--- config.mk ---
export PLATFORM = sky130hd
export DESIGN_NAME = microwave_timer_ctrl
export DESIGN_NICKNAME = d
export VERILOG_FILES = /design/src/rtl/microwave_timer_ctrl.sv
export SDC_FILE = /design/constraint.sdc
export NUM_CORES = 1
export LEC_CHECK = 0
export BUFFER_PORTS_ARGS = -buffer_cell sky130_fd_sc_hd__buf_2
export CELL_PAD_IN_SITES_DETAIL_PLACEMENT = 1
export CELL_PAD_IN_SITES_GLOBAL_PLACEMENT = 1
export CORE_UTILIZATION = 44
export DETAILED_ROUTE_END_ITERATION = 7
export GPL_TIMING_DRIVEN = 0
export PLACE_DENSITY_LB_ADDON = 0.1
export SLEW_MARGIN = 20
export SYNTH_ARGS = -nofsm -noshare
export SYNTH_HDL_FRONTEND = slang
export SYNTH_SLANG_ARGS = --single-unit
--- constraint.sdc ---
create_clock -name clk_100Hz -period 4.2 [get_ports clk_100Hz]
set_clock_uncertainty 0.1 [all_clocks]
set_input_delay 0.63 -clock clk_100Hz [delete_from_list [all_inputs] [get_ports clk_100Hz]]
set_output_delay 0.63 -clock clk_100Hz [all_outputs]
set_load 0.01 [all_outputs]
--- src/rtl/microwave_timer_ctrl.sv ---
// microwave_timer_ctrl: MM:SS BCD cook timer with keypad entry, 7-seg display and magnetron enable; POWER_LEVEL_EN adds power-level duty cycling
module microwave_timer_ctrl #(
  parameter int CLK_HZ      = 100,
  parameter int MIN_DIGITS  = 1,
  parameter int POWER_WIN_S = 10
) (
  input  logic                    clk_100Hz,
  input  logic                    reset,
  input  logic [9:0]              keypad,
  input  logic                    startn,
  input  logic                    stopn,
  input  logic                    clearn,
  input  logic                    door_closed,
  input  logic                    power_key,
  output logic [6:0]              sec_ones_segs,
  output logic [6:0]              sec_tens_segs,
  output logic [7*MIN_DIGITS-1:0] min_segs,
  output logic [MIN_DIGITS+1:0]   blank_digit,
  output logic                    mag_on,
  output logic [2:0]              cook_state,
  output logic                    done_pulse
);
  localparam int N   = MIN_DIGITS + 2;
  localparam int PSW = $clog2(CLK_HZ);
  typedef enum logic [2:0] {IDLE = 3'd0, SET = 3'd1, COOK = 3'd2, PAUSE = 3'd3, DONE = 3'd4} state_t;
  state_t state_q, state_d;
  logic [N-1:0][3:0] dig_q, dig_d, dig_dec, dig_shl;
  logic [PSW-1:0] presc_q, presc_d;
  logic [9:0] key_q, key_p;
  logic [2:0] btn_q, btn_p, btn_ev;
  logic [N-1:0] blank;
  logic door_q, mag_q, mag_d, done_q, done_d;
  logic key_acc, dec_zero, time_nz, borrow, gate, zero_run;
  logic [3:0] key_code;
`ifdef POWER_LEVEL_EN
  localparam int PW = $clog2(POWER_WIN_S + 10);
  logic pwr_q, pwr_p, pwr_ev, pend_q, pend_d;
  logic [PW-1:0] p_q, p_d, w_q, w_d;
  assign pwr_ev = pwr_q && !pwr_p;
`else
  logic unused_power;
  assign unused_power = power_key;
`endif
  assign btn_ev = btn_q & ~btn_p;
  always_ff @(posedge clk_100Hz) begin
    if (reset) begin
      key_q  <= '0;
      key_p  <= '0;
      btn_q  <= '0;
      btn_p  <= '0;
      door_q <= 1'b0;
`ifdef POWER_LEVEL_EN
      pwr_q  <= 1'b0;
      pwr_p  <= 1'b0;
`endif
    end else begin
      key_q  <= keypad;
      key_p  <= key_q;
      btn_q  <= ~{clearn, stopn, startn};
      btn_p  <= btn_q;
      door_q <= door_closed;
`ifdef POWER_LEVEL_EN
      pwr_q  <= power_key;
      pwr_p  <= pwr_q;
`endif
    end
  end
  // BCD countdown: seconds tens reloads to 5, every other digit to 9
  always_comb begin
    key_code = '0;
    for (int d = 0; d < 10; d++) key_code = key_q[d] ? 4'(d) : key_code;
    key_acc = key_q != '0 && (key_q & (key_q - 10'd1)) == '0 && key_p == '0;
    borrow = 1'b1;
    dec_zero = 1'b1;
    for (int i = 0; i < N; i++) begin
      dig_dec[i] = !borrow ? dig_q[i] : dig_q[i] != 4'd0 ? dig_q[i] - 4'd1 : i == 1 ? 4'd5 : 4'd9;
      borrow = borrow && dig_q[i] == 4'd0;
      dec_zero = dec_zero && dig_dec[i] == 4'd0;
    end
    dig_shl = {dig_q[N-2:0], key_code};
    time_nz = dig_q != '0;
  end
  always_comb begin
    state_d = state_q;
    dig_d = dig_q;
    presc_d = presc_q;
    done_d = 1'b0;
`ifdef POWER_LEVEL_EN
    pend_d = pend_q;
    p_d = p_q;
    w_d = w_q;
`endif
    if (btn_ev[2]) begin
      state_d = IDLE;
      dig_d = '0;
      presc_d = '0;
`ifdef POWER_LEVEL_EN
      p_d = PW'(POWER_WIN_S);
      pend_d = 1'b0;
`endif
    end else if (state_q == COOK) begin
      if (!door_q || btn_ev[1]) state_d = PAUSE;
      else if (presc_q == PSW'(CLK_HZ - 1)) begin
        presc_d = '0;
        dig_d = dig_dec;
        state_d = dec_zero ? DONE : COOK;
        done_d = dec_zero;
`ifdef POWER_LEVEL_EN
        w_d = w_q == PW'(POWER_WIN_S - 1) ? '0 : w_q + 1'b1;
`endif
      end else presc_d = presc_q + 1'b1;
    end else if (state_q == PAUSE) state_d = door_q && btn_ev[0] ? COOK : PAUSE;
    else if (state_q == DONE) state_d = !door_q || btn_ev[0] || key_acc ? IDLE : DONE;
    else if (btn_ev[0]) begin
      if (door_q && time_nz) begin
        state_d = COOK;
        presc_d = '0;
`ifdef POWER_LEVEL_EN
        w_d = '0;
`endif
      end
    end
`ifdef POWER_LEVEL_EN
    else if (pwr_ev) pend_d = 1'b1;
    else if (key_acc && pend_q) begin
      p_d = key_code == 4'd0 ? PW'(POWER_WIN_S) : PW'(key_code);
      pend_d = 1'b0;
    end
`endif
    else if (key_acc) begin
      dig_d = dig_shl;
      state_d = SET;
    end
`ifdef POWER_LEVEL_EN
    gate = w_d < p_d;
`else
    gate = 1'b1;
`endif
    mag_d = state_d == COOK && door_q && gate;
  end
  always_ff @(posedge clk_100Hz) begin
    if (reset) begin
      state_q <= IDLE;
      dig_q   <= '0;
      presc_q <= '0;
      mag_q   <= 1'b0;
      done_q  <= 1'b0;
`ifdef POWER_LEVEL_EN
      pend_q  <= 1'b0;
      p_q     <= PW'(POWER_WIN_S);
      w_q     <= '0;
`endif
    end else begin
      state_q <= state_d;
      dig_q   <= dig_d;
      presc_q <= presc_d;
      mag_q   <= mag_d;
      done_q  <= done_d;
`ifdef POWER_LEVEL_EN
      pend_q  <= pend_d;
      p_q     <= p_d;
      w_q     <= w_d;
`endif
    end
  end
  function automatic logic [6:0] seg7(input logic [3:0] d);
    case (d)
      4'd0: seg7 = 7'h3F;
      4'd1: seg7 = 7'h06;
      4'd2: seg7 = 7'h5B;
      4'd3: seg7 = 7'h4F;
      4'd4: seg7 = 7'h66;
      4'd5: seg7 = 7'h6D;
      4'd6: seg7 = 7'h7D;
      4'd7: seg7 = 7'h07;
      4'd8: seg7 = 7'h7F;
      4'd9: seg7 = 7'h6F;
      default: seg7 = 7'h00;
    endcase
  endfunction
  // a digit is blanked only while it and every digit above it are zero
  always_comb begin
    zero_run = 1'b1;
    blank = '0;
    for (int i = N - 1; i > 0; i--) begin
      zero_run = zero_run && dig_q[i] == 4'd0;
      blank[i] = zero_run;
    end
    sec_ones_segs = seg7(dig_q[0]);
    sec_tens_segs = blank[1] ? 7'h00 : seg7(dig_q[1]);
    min_segs = '0;
    for (int k = 0; k < MIN_DIGITS; k++) min_segs[7*k +: 7] = blank[k+2] ? 7'h00 : seg7(dig_q[k+2]);
  end
  assign blank_digit = blank;
  assign mag_on = mag_q;
  assign done_pulse = done_q;
  assign cook_state = state_q;
endmodule

==> results of run 1 <==
## through the flow
stage / std cells / hold WS, ps / instance area, µm² / worst slack (ps) / util, %
finish: 612 / 317 / 4440 / 314 / 53.0
global route: 612 / 302 / 4440 / 4.66 / 53.0
CTS: 612 / 303 / 4440 / 289 / 53.0
detailed placement: 596 / 370 / 4220 / 359 / 50.4
global placement: 596 / 353 / 4220 / 518 / 50.4
floorplan: 448 / 339 / 3880 / 1010 / -
## worst reg2reg max path, cell delays in order, from the launching register on
cell	delay, ps
dfxtp_1	350
nor4b_1	450
nand4b_1	260
a22oi_1	690
nand3_4	220
buf_2	270
o31ai_1	600
inv_1	240
ha_1	260
mux2_2	250
o21ai_0	150
## cell usage after synthesis (7+ instances only)
cell type   n
dfxtp_1    72
nor2_1     40
nor2b_1    33
ha_1       21
inv_1      21
nand2_1    18
clkbuf_1   16
o21ai_0    16
a21oi_1    15
and2_1     14
nand3_1    13
nand2b_1   11
nor4_1     10
mux2i_1     9
nor3_1      9
o21ai_1     9
xor2_1      7
## area by class of cell
cell class / count / area (µm²)
inverters: 24 / 90.1
flip-flops and latches: 72 / 1440
clock inverters: 5 / 80.1
repair buffers: 43 / 215
fillers: 1044 / 3940
plain buffers: 24 / 104
well taps: 105 / 131
multi-input cells: 328 / 2240
clock buffers: 11 / 141
## path summary, 6_finish.rpt
check	start	end	slack [ps]	cells after the start
setup reg to reg	presc_q[2]	register	310	10
hold / removal	stopn	btn_q[1]	320	2
setup / recovery	presc_q[2]	register	310	10
hold reg to reg	btn_q[0]	btn_p[0]	370	1
## logic make-up (layout without fill, tap and decap cells)
logic type               Yosys count  count (layout)  synth area share [%]
other                              1               1                0.0967
flip-flops                        72              72                  37.2
buffers and inverters             48             107                  5.00
multiplexers                      12              12                  3.49
AO/OA/AOI/OAI                    106             106                  19.5
AND/OR/NAND/NOR                  179             179                  25.9
XOR/XNOR                           8               8                  1.81
adder cells (fa/ha/maj)           22              22                  7.04
## power by group through the flow
stage               sequential, mW  clock (mW)  combinational [mW]
finish                       0.715       0.614               0.139
floorplan                    0.728           0              0.0947
CTS                          0.715       0.630               0.140
global placement             0.730           0               0.132
detailed placement           0.730           0               0.138
global route                 0.717       0.659               0.153
## layer usage
metal | wire, µm | global-route usage (%) | up-vias
met5 | 0 | 0 | -
met4 | 156 | 11.4 | 0
met3 | 434 | 3.71 | 14
met2 | 5150 | 43.8 | 81
met1 | 4760 | 30.1 | 1681
li1 | - | - | 1702
==> flow_summary.ini, run 1 <==
[clock_tree]
cts_sinks = 72
postCtsSetupBuffers = 0
clk_latency_ps = 350
path_clk_slew_ps = 80
htreeDepth = 3
ctsHoldBuffers = 0
cts-root-buf = clkbuf_8
post_cts_resized = 0
cts_buffers = 9
cts_tree = built
clk_path_buf_depth = 2

[route]
vias = 3478
first_pass_iters = 4
wl_per_cell_um = 17.2
via_per_inst = 5.68
routed_wl_um = 10500
drt_first_iter_violations = 149
drtAntennaViolNets = 0
drc_errors = 0

[floorplanning]
start_util_pct = 46.2
fp.dieW_um = 95.9
fp-row-count = 33
ioPinCount = 46
die_height_um = 95.9
dieArea_um2 = 9190
core-area_um2 = 8380

[synthesis]
yosysUniqueCellTypes = 68
yosysTopAreaCell = dfxtp_1
ys_ff_latch = 72
synthArstFlopShare_pct = 0
yosysSeqAreaShare_pct = 37.2
netlist_instances = 448
synth_area_per_cell_um2 = 8.65
synthesis.nets = 486
synth_top_area_share_pct = 37.2
yosys_most_used_dff = dfxtp_1
syn_area_um2 = 3880
synth_edf_count = 0
synthTopCellsByArea = dfxtp_1 37%, ha_1 6.8%, nor2b_1 5.3%
yosysWarnings = 0

[critical_path]
cp_top_family = compound AO/OA/AOI/OAI gates
startpoint_type = register
timing.critical_path.buf_inv = 2
cp_cell_sequence = nor4b_1 -> nand4b_1 -> a22oi_1 -> nand3_4 -> buf_2 -> o31ai_1 -> inv_1 -> ha_1 -> mux2_2 -> o21ai_0
end_kind = register
path_max_fanout = 10
arrival_ps = 4060
cp_data_required_time_ps = 4370
cpPeakStageDelay_ps = 690
cp_slowest_cell = a22oi_1
criticalPathCategory = reg2reg

[finish]
layout-drive-gt1-share_pct = 16.2
areaGrowthSynthToFinish_pct = 14.7
antenna_cells = 0
final_common_cell = dfxtp_1
nNetsFinal = 540
layout_common_cells = 72 x dfxtp_1, 48 x buf_2, 40 x nor2_1, 33 x nor2b_1

[pwr]
p_sw_share_pct = 24.8
clock_power_share_pct = 41.8
netSwitchingPower_mw = 0.364
p_seq_share_pct = 48.7
total_leakage_power_nw = 1.79
p_int_mw = 1.10
p_comb_share_pct = 9.5
pwr_density_cell_nw_per_um2 = 330
ir_drop_v = 0.000170
total_power_mw = 1.47

[grt]
first_global_vias = 3594
antenna_found_initial = 0
grt_max_degree = 13
track_usage_pct = 25.0
grt-ovfl-total = 0
grt_pass1_wl_um = 17400

[timing]
setup_viol = 0
fin_setup_tns_ps = 0
period_needed_ps = 3890
rsz0062_at_grt = no
drv_slew = 0
slew_headroom_pct = 34.3
hold_viol_final = 0
fmax_mhz = 257
tightest_slew_ps = 984
fin_crit_sh_pct = 92.5

[run]
drv_cap = 0

[placement]
portBuffers = 43
post-dp-hpwl_um = 7780
finalWeightedCongestion = 0.920

[hold_path]
hp-class = in2reg

[run_status]
outcome = finished, final reports clean
No activity file was read; power rests on OpenSTA's default activity.
==> run 2, diff against run 1 <==
- CORE_UTILIZATION: 44 -> 47
- clock period: 4.2 -> 4.63 ns (I/O delays scaled with it)
==> run 2 against run 1 <==
  * Combinational power down 10%
  * Clock power about the same
  * Cell area up 0.45%
  * Routed wire length up 0.55%
  * Non-clock buffer count unchanged
  * Sequential share of layout area down 0.15 points
  * First-iteration DRC count up 51%
==> flow_summary.ini, run 2 (same netlist as run 1, synthesis figures left out) <==
[placement]
finalWeightedCongestion = 0.934
placed_cells = 593
portBuffers = 43
post-dp-hpwl_um = 7760

[clock_tree]
cts-root-buf = clkbuf_8
clk_path_buf_depth = 2
path_clk_slew_ps = 80
ctsHoldBuffers = 0
postCtsSetupBuffers = 0
cts_buffers = 9
clk_latency_ps = 360
cts_sinks = 72
cts_tree = built
htreeDepth = 3
post_cts_resized = 0

[timing]
rsz0062_at_grt = no
tightest_slew_ps = 859
hold_viol_final = 0
drv_slew = 0
period_needed_ps = 3760
fmax_mhz = 266
slew_headroom_pct = 42.6
setup_viol = 0
fin_setup_tns_ps = 0
fin_crit_sh_pct = 81.3

[run_status]
outcome = finished, final reports clean

[finish]
final_core_util_pct = 56.9
nNetsFinal = 540
fin_cells = 609
areaGrowthSynthToFinish_pct = 15.2
antenna_cells = 0
fillers = 969
layout-drive-gt1-share_pct = 16.2
layout_common_cells = 72 x dfxtp_1, 48 x buf_2, 40 x nor2_1, 33 x nor2b_1
final_common_cell = dfxtp_1

[critical_path]
cp_cell_sequence = clkbuf_1 -> nor3b_1 -> clkbuf_1 -> nor2_1 -> a31o_2 -> nor4_1 -> a21oi_1 -> nor2_1 -> inv_1 -> ha_1 -> a22oi_1 -> o22ai_1
startpoint_type = register
cp_top_family = simple AND/OR/NAND/NOR gates
arrival_ps = 3890
end_kind = register
cpPeakStageDelay_ps = 750
path_max_fanout = 10
criticalPathCategory = reg2reg
cp_slowest_cell = nor3b_1
cp_data_required_time_ps = 4750
timing.critical_path.buf_inv = 3

[pwr]
total_power_mw = 1.38
pwr_density_cell_nw_per_um2 = 310
total_leakage_power_nw = 1.81
ir_drop_v = 0.000221

[floorplanning]
fp-row-count = 32
core-area_um2 = 7850
fp.dieW_um = 92.8
ioPinCount = 46
dieArea_um2 = 8610
start_util_pct = 49.4
die_height_um = 92.8

[hold_path]
hp-class = reg2reg

[route]
drtAntennaViolNets = 0
via_per_inst = 5.77
first_pass_iters = 4
wl_per_cell_um = 17.3
drc_errors = 0
drt_first_iter_violations = 225
vias = 3515
routed_wl_um = 10600

[grt]
first_global_vias = 3600
antenna_found_initial = 0
grt_pass1_wl_um = 17700
grt-ovfl-total = 0
grt_max_degree = 13
track_usage_pct = 26.3

[run]
drv_cap = 0
-- run 2: cell count changes in the layout (fill, tap and decap cells not counted) --
cell        previous run  this run
clkinvlp_4             2         0
clkinv_4               0         1
bufinv_16              2         3
-- run 2: stage by stage --
stage | area, µm² | setup WS (ps) | hold WS (ps)
after CTS | 4460 | 857 | 373
final | 4460 | 866 | 376
after global routing | 4460 | 492 | 376
after detailed placement | 4220 | 866 | 368
after floorplan | 3880 | 1440 | 339
after global placement | 4220 | 908 | 351
-- run 2: final timing paths --
path,start,slack (ps),cells after the start,end
setup / recovery,cook_state[2],870,12,register
hold reg to reg,btn_q[0],380,1,btn_p[0]
hold / removal,btn_q[0],380,1,btn_p[0]
setup reg to reg,cook_state[2],870,12,register
-- run 2: final cells by class --
class,instances,area (µm²),area share (%)
Buffer,24,104,2.33
Clock inverter,5,104,2.33
Sequential cell,72,1440,32.3
Clock buffer,11,141,3.17
Timing Repair Buffer,43,215,4.82
Multi-Input combinational cell,328,2240,50.2
Tap cell,102,128,2.86
Inverter,24,90.1,2.02
-- run 2: layer usage --
| layer | routed length (µm) | track usage, % |
|---|---|---|
| met1 | 4710 | 32.7 |
| met2 | 5100 | 45.0 |
| met5 | 0 | 0 |
| met3 | 516 | 4.43 |
| met4 | 227 | 10.3 |
-- run 2: report_power, final --
group          switching, mW  internal (mW)  total, mW
clock                  0.238          0.373      0.611
sequential            0.0135          0.635      0.649
combinational         0.0770         0.0481      0.125
total                  0.329           1.06       1.38
